===== src/rtl/seg_pkg.sv =====
// Shared seven-segment pattern constants, active-low {dp,g,f,e,d,c,b,a}.
package seg_pkg;

  localparam logic [7:0] Seg0     = 8'hC0;
  localparam logic [7:0] Seg1     = 8'hF9;
  localparam logic [7:0] Seg2     = 8'hA4;
  localparam logic [7:0] Seg3     = 8'hB0;
  localparam logic [7:0] Seg4     = 8'h99;
  localparam logic [7:0] Seg5     = 8'h92;
  localparam logic [7:0] Seg6     = 8'h82;
  localparam logic [7:0] Seg7     = 8'hF8;
  localparam logic [7:0] Seg8     = 8'h80;
  localparam logic [7:0] Seg9     = 8'h90;
  localparam logic [7:0] SegDash  = 8'hBF;
  localparam logic [7:0] SegBlank = 8'hFF;

endpackage


===== src/rtl/seg_decode.sv =====
// Combinational BCD-to-segment decode; non-BCD codes show a dash.
module seg_decode
  import seg_pkg::*;
(
  input  logic [3:0] digit_i,
  output logic [7:0] seg_o
);

  always_comb begin
    seg_o = SegDash;
    case (digit_i)
      4'd0:    seg_o = Seg0;
      4'd1:    seg_o = Seg1;
      4'd2:    seg_o = Seg2;
      4'd3:    seg_o = Seg3;
      4'd4:    seg_o = Seg4;
      4'd5:    seg_o = Seg5;
      4'd6:    seg_o = Seg6;
      4'd7:    seg_o = Seg7;
      4'd8:    seg_o = Seg8;
      4'd9:    seg_o = Seg9;
      default: seg_o = SegDash;
    endcase
  end

endmodule


===== src/rtl/seg_disp_scan.sv =====
// Multiplexed seven-segment scanner for NUM BCD digits.
// Optional leading-zero blanking is enabled by defining SEG_LEAD_ZERO_BLANK_EN.
module seg_disp_scan
  import seg_pkg::*;
#(
  parameter int unsigned NUM      = 3,
  parameter int unsigned SCAN_CNT = 50000
) (
  input  logic              clk,
  input  logic              rst_n,
  input  logic [4*NUM-1:0]  din,
  input  logic              din_vld,
  output logic [NUM-1:0]    seg_sel,
  output logic [7:0]        seg_ment
);

  localparam int unsigned CntW = (SCAN_CNT > 1) ? $clog2(SCAN_CNT) : 1;
  localparam int unsigned IdxW = (NUM > 1) ? $clog2(NUM) : 1;

  logic [4*NUM-1:0] data_q, data_d;
  logic [CntW-1:0]  cnt_q, cnt_d;
  logic [IdxW-1:0]  idx_q, idx_d;
  logic [NUM-1:0]   seg_sel_q, seg_sel_d;
  logic [7:0]       seg_ment_q, seg_ment_d;

  logic       cnt_wrap;
  logic [3:0] digit;
  logic [7:0] dec_seg;

  always_comb begin
    cnt_wrap = (cnt_q == CntW'(SCAN_CNT - 1));
    data_d   = din_vld ? din : data_q;
    cnt_d    = cnt_wrap ? '0 : cnt_q + 1'b1;
    idx_d    = idx_q;
    if (cnt_wrap) begin
      idx_d = (idx_q == IdxW'(NUM - 1)) ? '0 : idx_q + 1'b1;
    end
  end

  always_comb begin
    digit = 4'd0;
    for (int k = 0; k < NUM; k++) begin
      if (idx_q == IdxW'(k)) digit = data_q[4*k +: 4];
    end
  end

  seg_decode u_seg_decode (
    .digit_i (digit),
    .seg_o   (dec_seg)
  );

`ifdef SEG_LEAD_ZERO_BLANK_EN
  logic blank;
  logic nz_hi;

  // Walk down from the top digit; blank the active digit while nothing at or above it is nonzero.
  always_comb begin
    blank = 1'b0;
    nz_hi = 1'b0;
    for (int k = NUM - 1; k >= 1; k--) begin
      nz_hi = nz_hi | (data_q[4*k +: 4] != 4'd0);
      if ((idx_q == IdxW'(k)) && !nz_hi) blank = 1'b1;
    end
  end

  always_comb begin
    seg_sel_d  = ~(NUM'(1) << idx_q);
    seg_ment_d = blank ? SegBlank : dec_seg;
  end
`else
  always_comb begin
    seg_sel_d  = ~(NUM'(1) << idx_q);
    seg_ment_d = dec_seg;
  end
`endif

  always_ff @(posedge clk) begin
    if (!rst_n) begin
      data_q     <= '0;
      cnt_q      <= '0;
      idx_q      <= '0;
      seg_sel_q  <= '1;
      seg_ment_q <= SegBlank;
    end else begin
      data_q     <= data_d;
      cnt_q      <= cnt_d;
      idx_q      <= idx_d;
      seg_sel_q  <= seg_sel_d;
      seg_ment_q <= seg_ment_d;
    end
  end

  assign seg_sel  = seg_sel_q;
  assign seg_ment = seg_ment_q;

endmodule


===== config.mk =====
export PLATFORM = sky130hd
export DESIGN_NAME = seg_disp_scan
export DESIGN_NICKNAME = d
export VERILOG_FILES = /design/src/rtl/seg_pkg.sv /design/src/rtl/seg_decode.sv /design/src/rtl/seg_disp_scan.sv
export SDC_FILE = /design/constraint.sdc
export NUM_CORES = 1
export LEC_CHECK = 0
export BUFFER_PORTS_ARGS = -buffer_cell sky130_fd_sc_hd__buf_2
export CELL_PAD_IN_SITES_DETAIL_PLACEMENT = 0
export CELL_PAD_IN_SITES_GLOBAL_PLACEMENT = 1
export CORE_AREA = 4 4 71 73
export DETAILED_ROUTE_END_ITERATION = 8
export DIE_AREA = 0 0 75 77
export PLACE_DENSITY = 0.83
export RECOVER_POWER = 100
export SETUP_SLACK_MARGIN = 0.1
export SLEW_MARGIN = 5
export SYNTH_ARGS = -nofsm -noshare
export SYNTH_HDL_FRONTEND = slang
export SYNTH_SLANG_ARGS = --single-unit

===== constraint.sdc =====
create_clock -name clk -period 2.5 [get_ports clk]
set_input_delay 0 -clock clk [delete_from_list [all_inputs] [get_ports clk]]
set_output_delay 0 -clock clk [all_outputs]
set_load 0.1 [all_outputs]

Word level (Yosys, flattened, before mapping)

Memories as Yosys holds them, arrays and structs flattened. A register that Yosys moved wholly into a read port is not among the register bits.
Index checks and enable logic that the tools add are counted.

Bits in registers: 41
Bits in read-only memories: 112
Input port bits: 15
Output and inout port bits: 11
Word-level logic and storage cells: 21
Memories kept: 1

Memory list:

| memory           | words | width | rd ports | clocked after Yosys merged registers in | wr ports | line             | text |
|---|---|---|---|---|---|---|---|
| (name not given) | 16    | 7     | 1        | 1                                       | 0        | seg_decode.sv:11 | `case (digit_i)` |

Add/subtract/negate cells: 2
Equal/unequal tests: 3
Shift-type cells: 1
Multiplexer cells: 4
Bitwise logic cells: 2
Reductions and logical operators: 3

Operators with widths:

| operator                                                          | count |
|---|---|
| 16-bit by 1-bit adder with 16-bit output, second input constant   | 1 |
| 16-bit == test, second input constant                             | 1 |
| 4-bit two-way mux                                                 | 3 |
| 3-bit NOT                                                         | 1 |
| 1-bit by 2-bit << shifter with 3-bit output, first input constant | 1 |
| 2-bit by 1-bit adder with 2-bit output, second input constant     | 1 |
| 2-bit by 1-bit == test with 1-bit output, second input constant   | 1 |
| 2-bit == test, second input constant                              | 1 |
| 2-bit logical NOT                                                 | 1 |
| 2-bit two-way mux                                                 | 1 |
| 2-bit OR reduction                                                | 1 |
| 1-bit logical NOT                                                 | 1 |
| 1-bit NOT                                                         | 1 |

Depth between registers and ports, before layout

Depth in word-level cells: 4
Depth in mapped cells: 7

Hierarchy

Synthesis repeated with hierarchy kept, for this count alone.

Cells, all modules: 198
Area, all modules: 1,838.0 um^2

Modules (own cells, without submodules):

| module        | instances | cells an instance | area an instance (um^2) | seq. area each (um^2) |
|---|---|---|---|---|
| seg_disp_scan | 1         | 163               | 1,621.6                 | 820.8 |
| seg_decode    | 1         | 35                | 216.5                   | 0.0 |

Worst setup path after synthesis

Ideal clock, no wire load.

Path kind: reg-to-reg
From: register idx_q[1]
To: register seg_ment_q[3], in the netlist seg_ment[3]
Setup time: 0.122 ns
Arrival time: 1.701 ns
Required time: 2.378 ns
Setup slack: 0.677 ns
Stages on the path, launching flop included: 8
Clock period less this slack: 1.823 ns
Path through: dfxtp_1 -> buf_2 -> mux2i_1 -> a2bb2oi_1 -> inv_1 -> ha_1 -> a21oi_1 -> a311o_1

Longest elaborated chain between the ends: 4
Elaborated cells on any way between the ends: 6
Classes of those cells: 2 x eq/ne; 3 x mux; 1 x reduce/logical

Ends and longest elaborated chain:

| element                        | line                | text |
|---|---|---|
| from (decl)                    | seg_disp_scan.sv:22 | `logic [IdxW-1:0] idx_q, idx_d;` |
| from (signal assigned)         | seg_disp_scan.sv:87 | `idx_q <= idx_d;` |
| 2-bit logical NOT              | seg_disp_scan.sv:43 | `if (idx_q == IdxW'(k)) digit = data_q[4*k +: 4];` |
| 4-bit two-way mux (2 in a row) | seg_disp_scan.sv:43 |  |
| 4-bit two-way mux *            | seg_disp_scan.sv:43 |  |
| to (decl)                      | seg_disp_scan.sv:24 | `logic [7:0] seg_ment_q, seg_ment_d;` |

Mark *: on every way between the ends. The rest lies on a longest branch, timed or not.
A chain may end at the register's enable or synchronous reset.

Final worst setup path

Ends and elaborated chain as after synthesis.

==> impl_metrics.py <==
metrics = {
    "power_and_ir_drop": {
        "power_frac_clock": 0.392,
        "p_sw_frac": 0.257,
        "p_int_mw": 1.07,
        "comb_power_share": 0.139,
        "ir_drop_mv": 0.326,
        "p_switching_mw": 0.371,
        "cellPowerDensity_mw_per_mm2": 696,
        "seqPwrFrac": 0.469,
        "p_leak_nw": 0.863,
    },
    "synthesis": {
        "avgSynthCellArea_sq_um": 10.0,
        "ys.flop_type": "dfxtp_1",
        "synth_top_area_frac": 0.464,
        "yosysWarnings": 0,
        "yosysTopAreaCell": "dfxtp_1",
        "yosysSeqAreaShare": 0.464,
        "synth_nets": 189,
        "syn_area_sq_mm": 0.00173,
        "synth_cells": 172,
        "synth_cell_type_count": 41,
        "ys_seq_elements": 40,
        "ys_top_cells_by_count": "dfxtp_1, mux2i_1, nor2_1",
        "synth_edf_count": 0,
        "yosys-top-cells-area": "dfxtp_1, mux2i_1, xor2_1",
        "synth.most_common_cell": "dfxtp_1",
        "ys_async_sr_fraction": 0,
    },
    "sta": {
        "rsz0062_at_grt": "no",
        "slew_violations": 0,
        "max_slew_margin": 0.213,
        "finalSetupTns_ns": 0,
        "period_minus_slack_ns": 2.09,
        "fmax_mhz": 480,
        "tightest_slew_ns": 1.19,
        "hold_viol": 0,
        "clock_skew_ns": 0.00783,
        "post-route-period-util": 0.834,
        "setup_viol": 0,
    },
    "cells_and_area": {
        "area_growth_pct": 20.4,
        "drive_gt1_frac": 0.131,
        "final_nets": 222,
        "n_antenna_cell": 0,
        "fillers": 403,
        "final_area_sq_mm": 0.00208,
    },
    "global_route": {
        "grt_pass1_vias": 1248,
        "grt_antenna_before_repair": 0,
        "overflow": 0,
        "grt_max_degree": 28,
        "grt.total_usage": 0.128,
        "grt_pass1_wl_um": 5750,
    },
    "route": {
        "antenna_left": 0,
        "num_vias": 1285,
        "drtIter0Drc": 62,
        "drt_wl_total_um": 3240,
        "drc": 0,
        "drt_pre_antenna_iters": 4,
        "post_drt_via_cell_ratio": 4.98,
        "routedWlPerCell_um": 12.6,
    },
    "floorplanning": {
        "core_area_sq_mm": 0.00435,
        "start_util": 0.396,
        "die_area_sq_mm": 0.00578,
        "die_h_um": 77,
        "row_count": 24,
        "fp.dieW_um": 75,
        "ios": 26,
    },
    "setup_path": {
        "crit_chain": "mux2i_1 -> a2bb2oi_1 -> inv_1 -> ha_1 -> a21oi_1 -> a311o_1",
        "slowest_delay_ns": 0.57,
        "start_kind": "register",
        "rrSetupSlack_ns": 0.41,
        "critPathCaptureType": "register",
        "crit_type": "reg -> reg",
        "cp.arrival_ns": 2.27,
        "critPathSlowestCell": "dfxtp_1",
        "required_ns": 2.68,
        "critPathMaxFanout": 10,
    },
    "clock_tree": {
        "htree_levels": 2,
        "clock_latency_ns": 0.29,
        "cts_root_buf": "clkbuf_8",
        "cts_buffers": 5,
        "cts_buffer_depth": 2,
        "tritoncts": "yes",
        "clk_pin_slew_worst_paths_ns": 0.08,
        "cts_sinks": 40,
        "cts-resized-gates": 0,
    },
    "worst_hold_path": {
        "hold_class": "in -> reg",
    },
    "placed_design": {
        "hpwlAfterDp_um": 2190,
        "gp_congestion": 0.743,
        "dpl-instance-area_sq_mm": 0.00185,
        "numPortBuffers": 24,
    },
    "run": {
        "drv_cap": 0,
    },
    "status": {
        "outcome": "finished, final reports clean",
    },
}
## kinds of logic (layout without fill, tap and decap cells)
logic type | count (synthesis) | in the layout | synth area share
flops | 40 | 40 | 0.464
simple gates | 64 | 64 | 0.216
fa+ha+maj | 2 | 2 | 0.0145
compound gates | 23 | 23 | 0.100
buf+inv | 12 | 46 | 0.0377
mux | 18 | 18 | 0.104
xor+xnor | 12 | 12 | 0.0609
other cells | 1 | 1 | 0.00217
## placed cells by master (no fill, tap or decap), drive strengths merged
cell	synthesis	routed
o211ai	1	1
nor4b	2	2
a311o	1	1
o211a	1	1
or4	1	1
nor3	1	1
dlygate4sd3	0	12
and4b	1	1
or3	2	2
a21oi	4	4
and2	2	2
bufinv	0	1
a22oi	1	1
nand2	7	7
dfxtp	40	40
and4	3	3
and3	3	3
o31ai	1	1
nand4	4	4
clkbuf	3	17
nor2	15	15
xnor2	2	2
nand3	6	6
nand3b	2	2
inv	2	2
ha	2	2
o21ai	7	7
mux2i	18	18
a21boi	2	2
buf	7	14
xor2	10	10
o2bb2ai	1	1
conb	1	1
a2bb2oi	4	4
nor2b	14	14
or3b	1	1
## worst max-delay path: cells and delay by family, from the launching register on
| kind | cells | cell delay (ns) |
|---|---|---|
| buffers and inverters | 1 | 0.11 |
| flip-flops | 1 | 0.57 |
| adder cells (fa/ha/maj) | 1 | 0.31 |
| AO/OA/AOI/OAI | 3 | 0.75 |
| multiplexers | 1 | 0.24 |
## state kept, by name, indices dropped and copies added (netlist names)
signal	count
cnt_q	16
data_q	12
seg_ment	7
seg_sel	3
idx_q	2
## power groups by stage
stage	clock (mW)	combinational, mW	sequential, mW
after floorplan	0	0.0715	0.776
after global placement	0	0.191	0.692
after detailed placement	0	0.192	0.692
after CTS	0.588	0.206	0.677
after global routing	0.613	0.218	0.681
final	0.567	0.202	0.678
## stage by stage
step	utilization	instances	power (mW)	hold WS, ns	setup WS [ns]
2_1_floorplan	-	172	0.848	0.128	0.677
6_report	0.477	258	1.45	0.0951	0.415
5_1_grt	0.477	258	1.51	0.120	0.298
4_1_cts	0.482	258	1.47	0.0944	0.425
3_3_place_gp	0.426	238	0.883	0.257	0.515
3_5_place_dp	0.426	238	0.884	0.265	0.428
## final timing paths
path         startpoint     endpoint  cells past startpoint
max            idx_q[1]  seg_ment[3]                      6
min               rst_n  seg_ment[1]                      2
max reg2reg    idx_q[1]  seg_ment[3]                      6
min reg2reg    cnt_q[0]     cnt_q[0]                      1
## layout make-up
cell class | count | area (sq um) | area share
multi-input cells | 120 | 850 | 0.409
flip-flops and latches | 40 | 801 | 0.386
repair buffers | 36 | 228 | 0.110
clock buffers | 7 | 96.3 | 0.0464
well taps | 52 | 65.1 | 0.0313
clock inverters | 1 | 30.0 | 0.0145
inverters | 2 | 7.51 | 0.00361
## repair_timing
item / in CTS / in global routing
setup buffers: 0 / 0
hold buffers: 12 / 0
hold endpoints to repair: 12 / 0
## per-layer routing
metal	vias to the layer above	routed length, um	share of wire	global-route usage
li1	664	-	-	-
met2	26	1520	0.47	0.185
met4	0	35	0.011	0.0445
met3	4	132	0.041	0.0562
met1	591	1560	0.48	0.168
met5	-	0	0	0
Note: power is estimated with default switching activity, not from simulation.
